### src/rtl/round_key_assembler.sv
// round_key_assembler: packs key-expansion words into 128-bit round keys and buffers them for the cipher datapath
module round_key_assembler #(
  parameter int WORD_W = 32,
  parameter int DEPTH = 2
) (
  input  logic                clk,
  input  logic                rst_n,
  input  logic                start,
  input  logic [1:0]          key_width,
  input  logic                word_valid,
  input  logic [WORD_W-1:0]   word_in,
  output logic                word_ready,
  output logic                rk_valid,
  output logic [4*WORD_W-1:0] rk_data,
  output logic [3:0]          rk_index,
  output logic                rk_last,
  input  logic                rk_ready,
  output logic                busy,
  output logic                done,
  output logic                err
);
  localparam int AW = $clog2(DEPTH);
  localparam int CW = AW + 1;
  typedef enum logic [1:0] {IDLE, COLLECT, DRAIN} state_t;
  state_t state;
  logic [1:0] word_cnt;
  logic [3:0] rk_cnt;
  logic [3:0] nr;
  logic [3*WORD_W-1:0] sh;
  logic [4*WORD_W-1:0] mem [DEPTH];
  logic [3:0] idx_mem [DEPTH];
  logic [AW-1:0] wr_ptr;
  logic [AW-1:0] rd_ptr;
  logic [CW-1:0] count;
  logic word_xfer;
  logic push;
  logic pop;
  // Handshake decode; word_ready depends on registered state only so rk_ready never reaches it
  always_comb begin
    word_ready = (state == COLLECT) && (word_cnt != 2'd3 || count < CW'(DEPTH));
    word_xfer  = word_valid && word_ready;
    push       = word_xfer && word_cnt == 2'd3;
    rk_valid   = count != '0;
    pop        = rk_valid && rk_ready;
    rk_data    = mem[rd_ptr];
    rk_index   = idx_mem[rd_ptr];
    rk_last    = rk_valid && rk_index == nr;
    busy       = state != IDLE;
  end
  // Session control, word packing and FIFO; start always wins and flushes the current session
  always_ff @(posedge clk or negedge rst_n) begin
    if (!rst_n) begin
      state <= IDLE;
      word_cnt <= '0;
      rk_cnt <= '0;
      nr <= '0;
      sh <= '0;
      wr_ptr <= '0;
      rd_ptr <= '0;
      count <= '0;
      done <= 1'b0;
      err <= 1'b0;
      for (int i = 0; i < DEPTH; i++) begin
        mem[i] <= '0;
        idx_mem[i] <= '0;
      end
    end else begin
      done <= 1'b0;
      err <= 1'b0;
      if (start) begin
        word_cnt <= '0;
        rk_cnt <= '0;
        sh <= '0;
        wr_ptr <= '0;
        rd_ptr <= '0;
        count <= '0;
        err <= key_width == 2'b11;
        state <= key_width == 2'b11 ? IDLE : COLLECT;
        nr <= key_width == 2'b00 ? 4'd10 : key_width == 2'b01 ? 4'd12 : 4'd14;
      end else begin
        if (word_xfer) begin
          word_cnt <= word_cnt + 2'd1;
          sh <= {sh[2*WORD_W-1:0], word_in};
        end
        if (push) begin
          mem[wr_ptr] <= {sh, word_in};
          idx_mem[wr_ptr] <= rk_cnt;
          wr_ptr <= wr_ptr + 1'b1;
          rk_cnt <= rk_cnt + 4'd1;
          if (rk_cnt == nr) state <= DRAIN;
        end
        if (pop) rd_ptr <= rd_ptr + 1'b1;
        count <= count + CW'(push) - CW'(pop);
        if (state == DRAIN && count == '0) begin
          done <= 1'b1;
          state <= IDLE;
        end
      end
    end
  end
endmodule

### config.mk
export PLATFORM = sky130hd
export DESIGN_NAME = round_key_assembler
export DESIGN_NICKNAME = d
export VERILOG_FILES = /design/src/rtl/round_key_assembler.sv
export SDC_FILE = /design/constraint.sdc
export NUM_CORES = 1
export LEC_CHECK = 0
export ABC_AREA = 1
export BUFFER_PORTS_ARGS = -buffer_cell sky130_fd_sc_hd__buf_2
export CAP_MARGIN = 20
export CORE_MARGIN = 4
export CORE_UTILIZATION = 45
export DETAILED_ROUTE_END_ITERATION = 12
export PLACE_DENSITY = 0.72
export SLEW_MARGIN = 30
export SYNTH_ARGS = -nofsm -noshare
export SYNTH_HDL_FRONTEND = slang
export SYNTH_SLANG_ARGS = --single-unit
export TNS_END_PERCENT = 1
### constraint.sdc
create_clock -name clk -period 1.9 [get_ports clk]
set_input_delay 0.38 -clock clk [delete_from_list [all_inputs] [get_ports clk]]
set_output_delay 0.38 -clock clk [all_outputs]
set_load 0.1 [all_outputs]
==> impl_results.md, run 1 <==
- Final instance area: 20820 µm²
- Die W: 193.7 µm
- CTS tree: yes
- Worst setup SP type: flip-flop
- Fraction of layout cells with a size suffix above 1: 19.34%
- Clk_skew: 14.97 ps
- GPL Wtd Cong: 0.8057
- All-Layer GR Usage: 22.34%
- Nets: slightly below 2k
- Grt met1 use: 32.12%
- CTS Buf Count: 40
- Post-Syn Area: 15510 µm²
- Pwr Density: 950.0 nW/µm²
- Initial antenna violation count: 0
- WS Path Type: flip-flop to primary output
- Synth unique cells: 29
- RSZ-0062 raised after global routing: yes
- Largest net degree at the start of global routing: ~130
- Final period util: 122.5%
- Sequential share of the synthesized area: between 60% and 70%
- Post-Syn Area per Cell: between 8 and 9 µm²
- Vias per inst: 5.239
- Count of final hold-check violations: 0
- DP HPWL: 26.44 mm
- H-tree Lvls: 2
- Critical Path RT: roughly 1500 ps
- Cells after DPL: 2322
- First-iteration detailed-routing DRC count: 1197
- Setup slack after layout: -426.6 ps
- Crit. End Element: primary output
- I/O Buffers: 176
- DP Area: 19020 µm²
- Grt peak-use layer: met2
- Failing checks: setup timing
- Final-report setup violation count: 134
- DR WL/cell: 17.55 µm
- Clk buf depth: 3
- Hold Path Class: input port to flip-flop
- Antenna-violating nets left: 0
- Diode count: 0
- Grt ovf: 0
- Setup WS pre-CTS: approximately 40 ps
- GR Layer Usage met2: 35.41%
- Worst Tran Pin Value: 594.0 ps
- CP arrival: 1950 ps
- IO Count: between 150 and 200
- Max Cap Viol: 0
- Max Freq: 429.8 MHz
- Clock Tree Root: clkbuf_16
- Largest area contributor in the netlist: dfrtp_1
- Fin. max-slew vios: 0
- First-pass GRT wire length: between 60 and 70 mm
- Worst-path clk slew: around 60 ps
- Routing usage on met3: 4.431%
- Worst relative slew slack: 60.40%
- Fin Setup TNS: -46230 ps
- Core ar.: 33780 µm²
- Peak VDD IR: 0.0006435 V
- # DRC: 0
- DIE AREA: 37510 µm²
- Placement Rows: 67
- Min Tclk post-route: 2327 ps
- Synth top area share: 60.81%
- Routed Wire Length: around 42 mm
- Clock latency at the later pin of the worst-skew pair: approximately 520 ps
- Via count of the routed design: 12.59k
- Starting Density: around 46%
- Cells after Synth: 1772
- Seq cells post-synth: approximately 380
- Vias in the first global route: between 10k and 15k
- P&R area growth vs syn: 34.19%
- Net Count, Synth: ~1.8k
- Critical Path Fanout Max: 8
- P_leak: between 0.009 and 0.01 µW
- Fin cells: 2402
- CTS sink cnt: ~380
- Layout Utilization: between 60% and 70%
- Status: finished, violations left
- Ranking of synthesized cells by area: dfrtp_1 (61%), nand2_1 (17%), o21ai_1 (8.2%), inv_1 (3.9%), o22ai_1 (2.5%)
- Synthesis Warnings: 0
- TritonRoute pass-1 iters: 7
- Die H: 193.7 µm
## worst paths after layout
| path | to | slack, ps | cells after the start | startpoint |
|---|---|---|---|---|
| worst max-delay path | rk_last | -430 | 6 | rd_ptr |
| worst min-delay path | sh[2] | 110 | 3 | word_in[2] |
| worst max register to register | mem[86] | 60 | 8 | word_cnt[0] |
| worst min register to register | mem[124] | 490 | 2 | mem[124] |
| max in group asynchronous | mem[54] | 730 | 3 | rst_n |
| min in group asynchronous | mem[126] | 350 | 2 | rst_n |
## worst max-delay path, stage by stage (launching register included)
cell and delay, ps:
dfrtp_4 570, clkinv_8 140, nand2_4 110, nand2_8 50, xor2_1 160, nor3_4 200, buf_12 200
## state kept, by name, summed over array words and instances (netlist names)
signal / cells
state: 2
wr_ptr: 1
nr: 3
err: 1
done: 1
mem: 256
rd_ptr: 1
word_cnt: 2
sh: 96
rk_cnt: 4
count: 2
idx_mem: 8
## synthesized netlist by cell type
| cell | count |
|---|---|
| nand3_2 | 1 |
| xnor2_1 | 1 |
| dfrtp_1 | 377 |
| a22oi_1 | 18 |
| o21ai_1 | 255 |
| o22ai_1 | 63 |
| buf_6 | 10 |
| o21ai_0 | 32 |
| nor2_1 | 25 |
| clkbuf_1 | 42 |
| and3_1 | 1 |
| nand4_1 | 1 |
| xor2_1 | 2 |
| buf_4 | 1 |
| a21oi_1 | 6 |
| ha_1 | 4 |
| nor3_1 | 2 |
| buf_1 | 4 |
| nand2_1 | 696 |
| nor2_2 | 1 |
| clkinv_1 | 1 |
| nor2_4 | 1 |
| inv_2 | 2 |
| nand3_1 | 9 |
| inv_1 | 163 |
| a22o_1 | 1 |
| mux2i_1 | 1 |
| buf_2 | 51 |
| nand3_4 | 1 |
## cells in the final DEF (no fill, tap or decap), drive strengths merged
cell type / n
clkbuf: 61
ha: 4
nor3: 2
o22ai: 63
xor2: 2
a22o: 1
buf: 216
clkinvlp: 1
inv: 166
nand2: 696
dfrtp: 377
o21ai: 287
xnor2: 1
nand3: 11
mux2i: 1
and3: 1
a22oi: 18
nor2: 27
a21oi: 6
clkinv: 10
nand4: 1
bufinv: 1
dlygate4sd3: 1
## area by class of cell
class	count	area [µm²]
Fill cell	2658	12960
Sequential cell	377	9438
Multi-Input combinational cell	1121	5294
Timing Repair Buffer	218	3596
Clock buffer	60	1197
Inverter	166	635.6
Tap cell	448	560.5
Clock inverter	11	90.09
Timing Repair inverter	1	8.758
## timing repair
| action | CTS | global route |
|---|---|---|
| pin swaps | 15 | 5 |
| hold buffers | 1 | 0 |
| gates resized for setup | 95 | 12 |
| gates cloned | 6 | 0 |
| setup endpoints to repair | 135 | 152 |
| endpoints found under the hold margin | 26 | 0 |
| buffers inserted | 2 | 0 |
## cell families after synthesis
logic type               share of synthesized area, %
AO/OA/AOI/OAI                                   12.92
XOR/XNOR                                       0.1694
adder cells (fa/ha/maj)                        0.3226
buffers and inverters                           7.548
flip-flops                                      60.81
multiplexers                                  0.06452
AND/OR/NAND/NOR                                 18.17
## layer usage
metal	share of wire, %	vias up
met1	44	6190
met3	6.7	61
li1	-	5927
met5	0	-
met2	47	407
met4	2.0	0
## per-stage QoR
stage	total power [µW]	hold slack, ps
floorplan	10510	84.41
finish	19780	108.7
detailed placement	11920	280.0
global route	20470	103.3
global placement	11890	278.3
CTS	19890	94.76
## where the power goes
group | switching, µW | internal, µW
registers | 144 | 8260
logic | 2610 | 1190
clock network | 3080 | 4490
Power figures use the tool's default switching activity.
==> run 2, diff against run 1 <==
- CORE_UTILIZATION: 45 -> 50
- PLACE_DENSITY: 0.72 -> 0.79
==> run 2 against run 1 <==
The flow still finishes with violations (setup timing). Final cell count decreased by 1.5%. Utilization increased by 7.7 points. Die area fell by 9.6%. Final area increased by 1.8%. Critical path type unchanged.
==> impl_results.md, run 2 (same netlist as run 1, synthesis figures left out) <==
- Status: finished, violations left
- Failing checks: setup timing
- Starting Density: 50.72%
- Nets: 1982
- Worst-path clk slew: 60 ps
- IO Count: between 150 and 200
- Layout Utilization: 69.28%
- Final period util: 122.8%
- Max Freq: 428.7 MHz
- Critical Path RT: about 1500 ps
- Worst setup SP type: flip-flop
- Core ar.: 30590 µm²
- Peak VDD IR: 0.0006750 V
- CP arrival: 1950 ps
- Count of final hold-check violations: 0
- Die H: approximately 180 µm
- P_leak: 0.009998 µW
- Clock latency at the later pin of the worst-skew pair: 520 ps
- All-Layer GR Usage: 25.26%
- GPL Wtd Cong: 0.8041
- Max Cap Viol: 0
- Setup slack after layout: -432.4 ps
- Final-report setup violation count: 134
- Diode count: 0
- Routed Wire Length: 42.70 mm
- Pwr Density: 941.2 nW/µm²
- Critical Path Fanout Max: 17
- TritonRoute pass-1 iters: 8
- Hold Path Class: input port to flip-flop
- Die W: 184.2 µm
- Largest net degree at the start of global routing: 135
- WS Path Type: flip-flop to primary output
- CTS Buf Count: 38
- Placement Rows: 64
- Antenna-violating nets left: 0
- Worst relative slew slack: 58.40%
- Worst Tran Pin Value: about 620 ps
- First-iteration detailed-routing DRC count: 1065
- Initial antenna violation count: 0
- CTS sink cnt: 377
- Clock Tree Root: clkbuf_16
- Min Tclk post-route: ~2300 ps
- Grt ovf: 0
- DR WL/cell: between 15 and 20 µm
- Vias in the first global route: between 10k and 15k
- Fin. max-slew vios: 0
- First-pass GRT wire length: 69.06 mm
- P&R area growth vs syn: 36.59%
- DP HPWL: 25.82 mm
- Most flop-heavy register: mem
- Hold slack final: 104.5 ps
- H-tree Lvls: 2
- # DRC: 0
- DIE AREA: 33910 µm²
- Fraction of layout cells with a size suffix above 1: 23.97%
- Clk buf depth: 3
- CTS tree: yes
- I/O Buffers: 176
- Commonest cells after routing, fill and taps aside: nand2_1 (533), dfrtp_1 (376), o21ai_1 (255), inv_1 (163), buf_12 (152)
- Most common cell after layout, fill and taps aside: nand2_1
- Clk_skew: 12.33 ps
- RSZ-0062 raised after global routing: yes
- Vias per inst: 5.451
- Crit. End Element: primary output
- Max FFs per register: 256
- Top flop regs: mem: 256 flops, sh: 96 flops, idx_mem: 8 flops
- Via count of the routed design: 12.89k
## run 2: layout make-up
cell class / instances / area (µm²)
sequential: 377 / 9438
fill: 2140 / 9398
multi-input combinational: 1121 / 5529
timing repair buffer: 234 / 3817
clock buffer: 57 / 1136
inverter: 166 / 635.6
tap: 396 / 495.5
clock inverter: 13 / 123.9
timing repair inverter: 1 / 16.27
## run 2: metal layers
metal / vias to the layer above / global-route usage [%] / wire length, µm / part of all wire (%)
li1: 5965 / - / - / -
met1: 6311 / 35.13 / 17920 / 42
met2: 522 / 40.81 / 20570 / 48
met3: 93 / 4.717 / 3005 / 7.0
met4: 0 / 7.897 / 1202 / 2.8
met5: - / 0 / 0 / 0
## run 2: what timing repair did
item | 4_1_cts | 5_1_grt
endpoints found under the hold margin | 31 | 0
resized for setup | 185 | 18
buffers inserted | 5 | 0
hold buffers | 1 | 0
endpoints found under the setup margin | 135 | 144
gates cloned | 8 | 0
pin swaps | 16 | 8
## run 2: path summary, 6_finish.rpt
check | from | endpoint | slack [ps] | cells after the start
setup / recovery | rd_ptr | rk_data[34] | -430 | 7
hold / removal | word_in[13] | sh[13] | 100 | 3
setup reg to reg | word_cnt[1] | mem[46] | 30 | 8
hold reg to reg | mem[137] | mem[137] | 490 | 2
max in group asynchronous | rst_n | sh[75] | 740 | 3
min in group asynchronous | rst_n | count[1] | 370 | 2
## run 2: power breakdown
group | internal (µW) | switching [µW]
Combinational | 1350 | 2730
Sequential | 8260 | 126
Clock | 4430 | 3050
Total | 14000 | 5910
## run 2: worst max-delay path, cell delays in order (launching register included)
cell and delay, ps:
dfrtp_4 510, buf_8 160, clkinv_8 90, buf_12 130, buf_16 160, nand2_1 80
nand2_2 110, buf_12 180
## run 2: metrics by stage
stage	cell area [µm²]	worst slack (ps)	power (µW)	cells	setup TNS, ps
after floorplan	15620	-334.9	10510	1772	-38740
after global placement	19070	28.39	11900	2281	0
after detailed placement	19070	15.62	11950	2281	0
after CTS	21110	-390.9	19980	2365	-43890
after global routing	21190	-493.0	20620	2365	-54240
final	21190	-432.4	19950	2365	-46760
==> run 3, diff against run 2 <==
- CELL_PAD_IN_SITES_DETAIL_PLACEMENT: unset -> 0
- CELL_PAD_IN_SITES_GLOBAL_PLACEMENT: unset -> 1
- CORE_UTILIZATION: 50 -> 40
- PLACE_DENSITY: 0.79 -> 0.82
==> run 3 against run 2 <==
The run still ends with setup timing left. Final area down 0.37%. Register-to-register slack about the same. Global-route usage down 5.0 points. First-iteration DRC count shrank 21%. Setup slack improved by 36 ps. Maximum frequency grew 1.6%. Critical path depth down 1. Non-clock buffer count fell by 8. Largest power group unchanged. Highest routed layer unchanged.
==> impl_results.md, run 3 (same netlist as run 1, synthesis figures left out) <==
- Setup WS pre-CTS: 1.847 ps
- Starting Density: approximately two fifths
- Min Tclk post-route: 2296 ps
- Commonest cells after routing, fill and taps aside: nand2_1 (548), dfrtp_1 (376), o21ai_1 (255), inv_1 (163), buf_12 (150)
- DIE AREA: 42000 µm²
- Routed Wire Length: 42.74 mm
- Status: finished, violations left
- Fin. max-slew vios: 0
- Clk pwr share: 36.8%
- Initial antenna violation count: 0
- CTS tree: yes
- Hold Path Class: input port to flip-flop
- Register share of total power: 42.7%
- Top flop regs: mem: 256 flops, sh: 96 flops, idx_mem: 8 flops
- Sw Share: a little under 30%
- All-Layer GR Usage: 20.23%
- Final-report setup violation count: roughly 130
- Vias per inst: 4.999
- CTS sink cnt: approximately 380
- Count of final hold-check violations: 0
- Largest net degree at the start of global routing: roughly 140
- Worst-path clk slew: approximately 60 ps
- # DRC: 0
- Antenna-violating nets left: 0
- Die W: 204.9 µm
- Fin cells: 2468
- Placement Rows: just over 70
- Failing checks: setup timing
- I/O Buffers: 176
- P_int: 13880 µW
- Crit. End Element: primary output
- Vias in the first global route: 12.27k
- Most common cell after layout, fill and taps aside: nand2_1
- Worst Tran Pin Value: 680.6 ps
- Comb pwr share: 20.5%
- Clock latency at the later pin of the worst-skew pair: 510 ps
- Most flop-heavy register: mem
- Via count of the routed design: around 12k
- CP arrival: 1920 ps
- Setup slack after layout: -396.0 ps
- Layout Utilization: about 56%
- Worst setup SP type: flip-flop
- Max FFs per register: approximately 260
- Nets: 1977
- WS Path Type: flip-flop to primary output
- CTS Buf Count: 41
- First-pass GRT wire length: 68.08 mm
- Grt ovf: 0
- Critical Path Fanout Max: 16
- Clock Tree Root: clkbuf_16
- Max Freq: between 400 and 500 MHz
- First-iteration detailed-routing DRC count: about 840
- DP HPWL: 26.75 mm
- RSZ-0062 raised after global routing: yes
- Core ar.: 37930 µm²
- Final period util: 120.8%
- Psw: 5813 µW
- DR WL/cell: between 15 and 20 µm
- IO Count: approximately 180
- Die H: 204.9 µm
- Fraction of layout cells with a size suffix above 1: 22.79%
- Peak VDD IR: 0.0006528 V
- Pwr Density: 932.5 nW/µm²
- P_leak: 0.009921 µW
- Clk_skew: 11.90 ps
- Critical Path RT: 1520 ps
- TritonRoute pass-1 iters: 5
- Max Cap Viol: 0
- GPL Wtd Cong: 0.7731
- Worst relative slew slack: 54.63%
- Diode count: 0
- Clk buf depth: 3
- Cells after DPL: 2387
- H-tree Lvls: 2
- P&R area growth vs syn: 36.09%
-- run 3: cell types whose count changed in the layout (fill, tap and decap cells not counted), moves of 3 or more --
cell	delta
nand2_8	-3
nand2_2	-12
buf_4	-4
nand2_1	+15
clkbuf_8	+4
-- run 3: area by class of cell --
type	count	area, µm²
Clock inverter	6	30.03
Clock buffer	60	1187
Timing Repair Buffer	226	3717
Timing Repair inverter	1	16.27
Sequential cell	377	9438
Multi-Input combinational cell	1121	5450
Tap cell	511	639.4
Inverter	166	635.6
Fill cell	3288	16820
-- run 3: power groups by stage --
stage	registers (µW)	logic [µW]	clock network, µW
2_1_floorplan	8490	2020	0
3_3_place_gp	8520	3450	0
3_5_place_dp	8530	3470	0
4_1_cts	8390	3910	7440
5_1_grt	8420	4250	7810
6_report	8400	4040	7250
-- run 3: metal layers --
metal	track usage, %	part of all wire [%]
met1	30.18	46
met2	31.68	46
met3	3.404	5.6
met4	3.684	1.6
met5	0	0
-- run 3: final timing paths --
path | to | slack [ps] | depth (start not counted) | from
max | rk_data[8] | -400 | 6 | rd_ptr
min | sh[11] | 100 | 3 | word_in[11]
max reg2reg | mem[232] | 20 | 8 | word_cnt[0]
min reg2reg | mem[135] | 490 | 2 | mem[135]
max in group asynchronous | mem[55] | 770 | 3 | rst_n
min in group asynchronous | mem[94] | 410 | 2 | rst_n
-- run 3: critical path, cell delays in order (launching register included) --
cell,delay [ps]
dfrtp_4,550
buf_4,170
buf_12,140
clkbuf_16,190
nand2_1,70
nand2_1,90
buf_12,180
-- run 3: timing repair --
item	CTS	global route
gates resized for setup	132	50
pin swaps	4	6
gates cloned	6	2
hold buffers	1	0
endpoints found under the setup margin	135	266
buffers inserted	4	2
endpoints found under the hold margin	41	0
-- run 3: stage by stage --
| stage | total power [µW] | TNS, ps | area [µm²] | hold WS, ps |
|---|---|---|---|---|
| after floorplan | 10510 | -38740 | 15620 | 84.41 |
| after detailed placement | 12000 | 0 | 19120 | 354.4 |
| final | 19690 | -44630 | 21110 | 103.0 |
| after global placement | 11960 | 0 | 19120 | 352.0 |
| after global routing | 20480 | -53860 | 21110 | 94.69 |
| after CTS | 19740 | -45780 | 20910 | 85.74 |
